**src/rtl/alu_seq.sv**
```systemverilog
// Sequential ALU with a ready/valid command port and a ready/valid result port.
// Single-cycle ops complete on the accept edge; mul (radix-2 Booth) and div
// (restoring, on magnitudes) take WIDTH iterations in CALC before presenting.
module alu_seq #(
    parameter int unsigned WIDTH = 32,
    parameter int unsigned SHW   = $clog2(WIDTH)
) (
    input  logic                 clk,
    input  logic                 rst_n,
    input  logic                 in_valid,
    output logic                 in_ready,
    input  logic [WIDTH-1:0]     a,
    input  logic [WIDTH-1:0]     b,
    input  logic [4:0]           op,
    output logic                 out_valid,
    input  logic                 out_ready,
    output logic [2*WIDTH-1:0]   result,
    output logic                 err
);

    localparam int unsigned CW = $clog2(WIDTH) + 1;

    localparam logic [4:0] OpAdd  = 5'b00011;
    localparam logic [4:0] OpSub  = 5'b00100;
    localparam logic [4:0] OpAnd  = 5'b00101;
    localparam logic [4:0] OpOr   = 5'b00110;
    localparam logic [4:0] OpShr  = 5'b00111;
    localparam logic [4:0] OpShra = 5'b01000;
    localparam logic [4:0] OpShl  = 5'b01001;
    localparam logic [4:0] OpRor  = 5'b01010;
    localparam logic [4:0] OpRol  = 5'b01011;
    localparam logic [4:0] OpMul  = 5'b01111;
    localparam logic [4:0] OpDiv  = 5'b10000;
    localparam logic [4:0] OpNeg  = 5'b10001;
    localparam logic [4:0] OpNot  = 5'b10010;

    typedef enum logic [1:0] {StIdle, StCalc, StDone} state_e;

    state_e               state_q;
    logic [2*WIDTH-1:0]   result_q;
    logic                 err_q;
    logic [CW-1:0]        cnt_q;
    logic                 is_div_q;
    // Booth: acc_q is the (WIDTH+1)-bit upper partial product, mq_q the multiplier.
    // Div:   acc_q holds the partial remainder, mq_q the dividend/quotient.
    logic [WIDTH:0]       acc_q;
    logic [WIDTH-1:0]     mq_q;
    logic                 qm1_q;
    logic [WIDTH-1:0]     m_q;
    logic                 qneg_q;
    logic                 rneg_q;

    assign in_ready  = (state_q == StIdle);
    assign out_valid = (state_q == StDone);
    assign result    = result_q;
    assign err       = err_q;

    // Single-cycle datapath, evaluated on the operands presented at accept
    logic [WIDTH:0]       add_s, sub_s, neg_s;
    logic [SHW-1:0]       shamt;
    logic [2*WIDTH-1:0]   rot2, ror_w, rol_w;
    logic [WIDTH-1:0]     shra_w;
    logic [WIDTH-1:0]     abs_a, abs_b;
    logic [2*WIDTH-1:0]   single_res;
    logic                 single_err;
    logic                 is_iter;

    // Decode the op and produce the single-cycle result / error
    always_comb begin
        add_s      = {a[WIDTH-1], a} + {b[WIDTH-1], b};
        sub_s      = {a[WIDTH-1], a} - {b[WIDTH-1], b};
        neg_s      = {(WIDTH+1){1'b0}} - {a[WIDTH-1], a};
        shamt      = b[SHW-1:0];
        rot2       = {a, a};
        ror_w      = rot2 >> shamt;
        rol_w      = rot2 << shamt;
        shra_w     = $signed(a) >>> shamt;
        abs_a      = a[WIDTH-1] ? (-a) : a;
        abs_b      = b[WIDTH-1] ? (-b) : b;
        single_res = '0;
        single_err = 1'b0;
        is_iter    = 1'b0;
        case (op)
            OpAdd:  single_res = {{(WIDTH-1){add_s[WIDTH]}}, add_s};
            OpSub:  single_res = {{(WIDTH-1){sub_s[WIDTH]}}, sub_s};
            OpNeg:  single_res = {{(WIDTH-1){neg_s[WIDTH]}}, neg_s};
            OpAnd:  single_res = {{WIDTH{1'b0}}, a & b};
            OpOr:   single_res = {{WIDTH{1'b0}}, a | b};
            OpNot:  single_res = {{WIDTH{1'b0}}, ~a};
            OpShr:  single_res = {{WIDTH{1'b0}}, a >> shamt};
            OpShra: single_res = {{WIDTH{1'b0}}, shra_w};
            OpShl:  single_res = {{WIDTH{1'b0}}, a << shamt};
            OpRor:  single_res = {{WIDTH{1'b0}}, ror_w[WIDTH-1:0]};
            OpRol:  single_res = {{WIDTH{1'b0}}, rol_w[2*WIDTH-1:WIDTH]};
            OpMul:  is_iter = 1'b1;
            OpDiv: begin
                if (b == '0) begin
                    single_res = {a, {WIDTH{1'b1}}};
                    single_err = 1'b1;
                end else begin
                    is_iter = 1'b1;
                end
            end
            default: single_err = 1'b1;
        endcase
    end

    // One iteration step of Booth multiply and restoring divide
    logic [WIDTH:0]       booth_m, booth_sum;
    logic [WIDTH:0]       mul_acc_n;
    logic [WIDTH-1:0]     mul_mq_n;
    logic [WIDTH:0]       div_sh;
    logic [WIDTH+1:0]     div_diff;
    logic                 div_ok;
    logic [WIDTH:0]       div_acc_n;
    logic [WIDTH-1:0]     div_mq_n;
    logic [WIDTH-1:0]     div_quot, div_rem;

    // Next iteration values plus sign fix-up of the final quotient/remainder
    always_comb begin
        booth_m = {m_q[WIDTH-1], m_q};
        case ({mq_q[0], qm1_q})
            2'b01:   booth_sum = acc_q + booth_m;
            2'b10:   booth_sum = acc_q - booth_m;
            default: booth_sum = acc_q;
        endcase
        mul_acc_n = {booth_sum[WIDTH], booth_sum[WIDTH:1]};
        mul_mq_n  = {booth_sum[0], mq_q[WIDTH-1:1]};

        div_sh    = {acc_q[WIDTH-1:0], mq_q[WIDTH-1]};
        div_diff  = {1'b0, div_sh} - {2'b00, m_q};
        div_ok    = ~div_diff[WIDTH+1];
        div_acc_n = div_ok ? div_diff[WIDTH:0] : div_sh;
        div_mq_n  = {mq_q[WIDTH-2:0], div_ok};
        div_quot  = qneg_q ? (-div_mq_n) : div_mq_n;
        div_rem   = rneg_q ? (-div_acc_n[WIDTH-1:0]) : div_acc_n[WIDTH-1:0];
    end

    // Control FSM with registered result/err and iteration state
    always_ff @(posedge clk or negedge rst_n) begin
        if (!rst_n) begin
            state_q  <= StIdle;
            result_q <= '0;
            err_q    <= 1'b0;
            cnt_q    <= '0;
            is_div_q <= 1'b0;
            acc_q    <= '0;
            mq_q     <= '0;
            qm1_q    <= 1'b0;
            m_q      <= '0;
            qneg_q   <= 1'b0;
            rneg_q   <= 1'b0;
        end else begin
            case (state_q)
                StIdle: begin
                    if (in_valid) begin
                        if (is_iter) begin
                            state_q  <= StCalc;
                            cnt_q    <= '0;
                            acc_q    <= '0;
                            qm1_q    <= 1'b0;
                            is_div_q <= (op == OpDiv);
                            if (op == OpDiv) begin
                                mq_q   <= abs_a;
                                m_q    <= abs_b;
                                qneg_q <= a[WIDTH-1] ^ b[WIDTH-1];
                                rneg_q <= a[WIDTH-1];
                            end else begin
                                mq_q   <= b;
                                m_q    <= a;
                                qneg_q <= 1'b0;
                                rneg_q <= 1'b0;
                            end
                        end else begin
                            state_q  <= StDone;
                            result_q <= single_res;
                            err_q    <= single_err;
                        end
                    end
                end
                StCalc: begin
                    cnt_q <= cnt_q + 1'b1;
                    if (is_div_q) begin
                        acc_q <= div_acc_n;
                        mq_q  <= div_mq_n;
                    end else begin
                        acc_q <= mul_acc_n;
                        mq_q  <= mul_mq_n;
                        qm1_q <= mq_q[0];
                    end
                    // The last iteration lands directly in DONE with the final value
                    if (cnt_q == CW'(WIDTH - 1)) begin
                        state_q  <= StDone;
                        err_q    <= 1'b0;
                        result_q <= is_div_q ? {div_rem, div_quot}
                                             : {mul_acc_n[WIDTH-1:0], mul_mq_n};
                    end
                end
                StDone: begin
                    if (out_ready) begin
                        state_q <= StIdle;
                    end
                end
                default: state_q <= StIdle;
            endcase
        end
    end

endmodule

```
**config.mk**
```make
export PLATFORM = sky130hd
export DESIGN_NAME = alu_seq
export DESIGN_NICKNAME = d
export VERILOG_FILES = /design/src/rtl/alu_seq.sv
export SDC_FILE = /design/constraint.sdc
export NUM_CORES = 2
export LEC_CHECK = 0
export BUFFER_PORTS_ARGS = -buffer_cell sky130_fd_sc_hd__buf_2
export CAP_MARGIN = 30
export CORE_MARGIN = 2
export CORE_UTILIZATION = 30
export CTS_CLUSTER_SIZE = 12
export DETAILED_ROUTE_END_ITERATION = 12
export HOLD_SLACK_MARGIN = 0.05
export MAX_ROUTING_LAYER = met4
export PLACE_DENSITY_LB_ADDON = 0.08
export SLEW_MARGIN = 25
export SYNTH_ARGS = -nofsm -noshare
export SYNTH_HDL_FRONTEND = slang
export SYNTH_SLANG_ARGS = --single-unit
```
**constraint.sdc**
```tcl
create_clock -name clk -period 12.3 [get_ports clk]
set_clock_uncertainty 0.2 [all_clocks]
set_input_delay 0 -clock clk [delete_from_list [all_inputs] [get_ports clk]]
set_output_delay 0 -clock clk [all_outputs]
set_load 0.005 [all_outputs]
```
==> results.yml <==
placement:
  preCtsSetupSlack_ps: 6365
  io_buffers: 139
  dp_hpwl_microns: 116900
  place_congestion: 1.021
  placed_cells: 4867
  placed_cell_area_sq_um: 28950
logic_synthesis:
  yosys.area.top_type_share: 0.1598
  synth_ff_type: "dfrtp_1"
  yosys_warnings: 0
  synth_enable_flop_cells: 0
  synth_area_sq_um: 27250
  yosysUniqueCellTypes: 89
  synthesis.nets: 4025
  yosysTopAreaCell: "dfrtp_1"
  yosysSeqAreaShare: 0.1598
  synth_area_leaders: "dfrtp_1 (16%), ha_1 (7.8%), a21oi_1 (6.5%)"
  synth_common_cells: "nor2_1 (390), nand2_1 (386), a21oi_1 (353)"
  synth-seq-cells: 174
  syn_inst: 3779
  synth_most_common_cell: "nor2_1"
  synth_area_per_cell_sq_um: 7.211
  synth-async-reset-ratio: 1.000
floorplan:
  start_util: 0.3028
  io_pins: 140
  core_area_sq_um: 90010
  rows: 110
  die_width_microns: 305.4
  die_y_microns: 305.4
  dieArea_sq_um: 93260
cts:
  cts.sinks: 174
  cts_buffers: 17
  post_cts_buffers: 0
  root_buffer: "clkbuf_16"
  clkLatencyLatePin_ps: 520
  cts_tree: "built"
  clk_transition_reported_paths_ps: 100
  clockBufferDepth: 2
  htree_levels: 4
sta:
  hold_viol: 0
  max_slew_margin: 0.3097
  tightest_slew_ps: 1033
  setup_tns_ps: 0
  rsz0062_at_grt: "no"
  fin_ws_ps: 6314
  period_needed_ps: 5986
  slew_violations: 0
  fmax_mhz: 167.0
  min_period_over_period: 0.4867
  setup_viol: 0
worst_hold_path:
  hold_path.startpoint: "b[19]"
  hold_class: "in2reg"
  holdPathStages: 6
  whs_endpoint: "mq_q[19]"
finish:
  nets: 4013
  fillers: 9926
  fin_cells: 4957
  area_delta_synth_final_pct: 10.61
  seqCellArea_sq_um: 4358
  multi_input_area_sq_um: 21190
  fin_area_sq_um: 30140
  drive_above_1_share: 0.1063
detailed_routing:
  drc: 0
  vias_per_cell: 6.227
  routed_wl_microns: 153900
  initialDrtViolationCount: 3623
  avgRoutedWirePerCell_microns: 31.04
  via_count: 30870
  dr.pass1.iters: 7
  drtAntennaViolNets: 0
setup_path:
  slowest_stage: "a2111oi_2"
  worst-setup-path-type: "reg2reg"
  rr_endpoint: "result[58]"
  reg2reg_depth: 17
  path_cells: "ha_1 > a21oi_1 > o21ai_1 > a31o_2 > o211a_1 > o31ai_4 > nand2_4 > buf_4 > o21ai_0 > ha_1 > nand2_1 > nor3_1 > nand4_1 > a2111oi_2 > a21o_1 > a21oi_1 > a2111o_1"
  path_max_fanout: 34
  cp-start-kind: "register"
  r2r_setup_slack_ps: 6310
  required_ps: 12510
  max_stage_delay_ps: 720
  reg2reg_from: "acc_q[11]"
  endpoint_kind: "register"
  arrival_ps: 6190
status:
  status: "completed"
global_route:
  grt_usage: 0.3304
  antenna_found_initial: 1
  grt-ovfl-total: 0
  grt_pass1_wl_microns: 220000
  grt_max_degree: 92
  grt_pass1_vias: 29550
power_and_ir_drop:
  leakage_nw: 12.12
  fin_total_pwr_mw: 6.752
  p_per_area_nw_per_um2: 224.0
  ir_drop_uv: 142.3
job:
  drv_cap: 0
==> final cells by class <==
cell class | instances | area share
Antenna cell | 1 | 0.00008302
Multi-Input combinational cell | 3138 | 0.7030
Tap cell | 1176 | 0.04881
Inverter | 157 | 0.01955
Timing Repair Buffer | 279 | 0.06392
Clock buffer | 18 | 0.01457
Clock inverter | 14 | 0.005521
Sequential cell | 174 | 0.1446
==> cell usage in the layout, fill, tap and decap left out, types with 27 or more instances in the layout <==
master and instances:
a211oi_1 51, a21o_1 54, a21oi_1 353, a221o_1 43, a31oi_1 65, and2_1 27, buf_2 139, buf_4 81
dfrtp_1 173, dlygate4sd3_1 55, ha_1 168, inv_1 151, mux2i_1 84, mux4_2 61, nand2_1 384, nand2b_1 54
nand3_1 81, nand4_1 36, nor2_1 387, nor3_1 69, nor4_1 30, o211ai_1 75, o21a_1 27, o21ai_0 283
o221ai_1 40, o22ai_1 50, o31ai_1 38, or3_1 40, xnor2_1 157, xor2_1 50
==> worst max path at each step <==
stage | startpoint | to | slack (ps) | cells after the start
finish | acc_q[11] | result[58] | 6310 | 17
global route | m_q[1] | result[58] | 6030 | 18
CTS | m_q[1] | result[30] | 6340 | 21
detailed placement | acc_q[11] | result[58] | 6360 | 17
floorplan | acc_q[11] | result[58] | 7060 | 21
global placement | acc_q[11] | result[30] | 6120 | 19
==> power breakdown <==
group / internal [mW] / switching, mW
clock: 0.295 / 0.299
combinational: 1.78 / 3.19
sequential: 0.799 / 0.387
total: 2.87 / 3.88
==> stage by stage <==
step,util,hold WS (ps)
floorplan,-,-495.6
global placement,0.3213,-82.86
detailed placement,0.3216,-84.90
CTS,0.3347,55.78
global route,0.3349,123.5
finish,0.3349,98.18
==> repair_timing <==
item                       CTS  global route
hold endpoints to repair   158             0
setup endpoints to repair    0             0
hold buffers                56             0
gates resized for setup      0             0
==> worst max-delay path: cells and delay by family, from the launching register on <==
family,cells,cell delay [ps]
flip-flops,1,520
buffers and inverters,1,350
AND/OR/NAND/NOR,4,890
adder cells (fa/ha/maj),2,860
AO/OA/AOI/OAI,10,3040
==> state kept, by name, summed over array words and instances (netlist names) <==
| signal | flops |
|---|---|
| rneg_q | 1 |
| state_q | 2 |
| is_div_q | 1 |
| qneg_q | 1 |
| result | 64 |
| qm1_q | 1 |
| cnt_q | 6 |
| err | 1 |
| mq_q | 32 |
| m_q | 32 |
| acc_q | 33 |
==> cell families (layout without fill, tap and decap cells) <==
kind of cell | after synthesis | count (layout) | synth area share
AO/OA/AOI/OAI | 1341 | 1341 | 0.3238
AND/OR/NAND/NOR | 1254 | 1254 | 0.2146
buffers and inverters | 467 | 468 | 0.06607
XOR/XNOR | 207 | 207 | 0.06653
flip-flops | 174 | 174 | 0.1598
adder cells (fa/ha/maj) | 173 | 173 | 0.08053
multiplexers | 163 | 163 | 0.08871
other | 0 | 1 | 0
==> per-layer routing <==
layer | wire length, microns | track usage | vias up
met5 | 0 | - | -
met3 | 8702 | 0.03078 | 259
met1 | 66430 | 0.4265 | 15280
met2 | 70300 | 0.5191 | 1306
li1 | - | - | 14020
met4 | 8422 | 0.1596 | 0
Note: power is estimated with default switching activity, not from simulation.
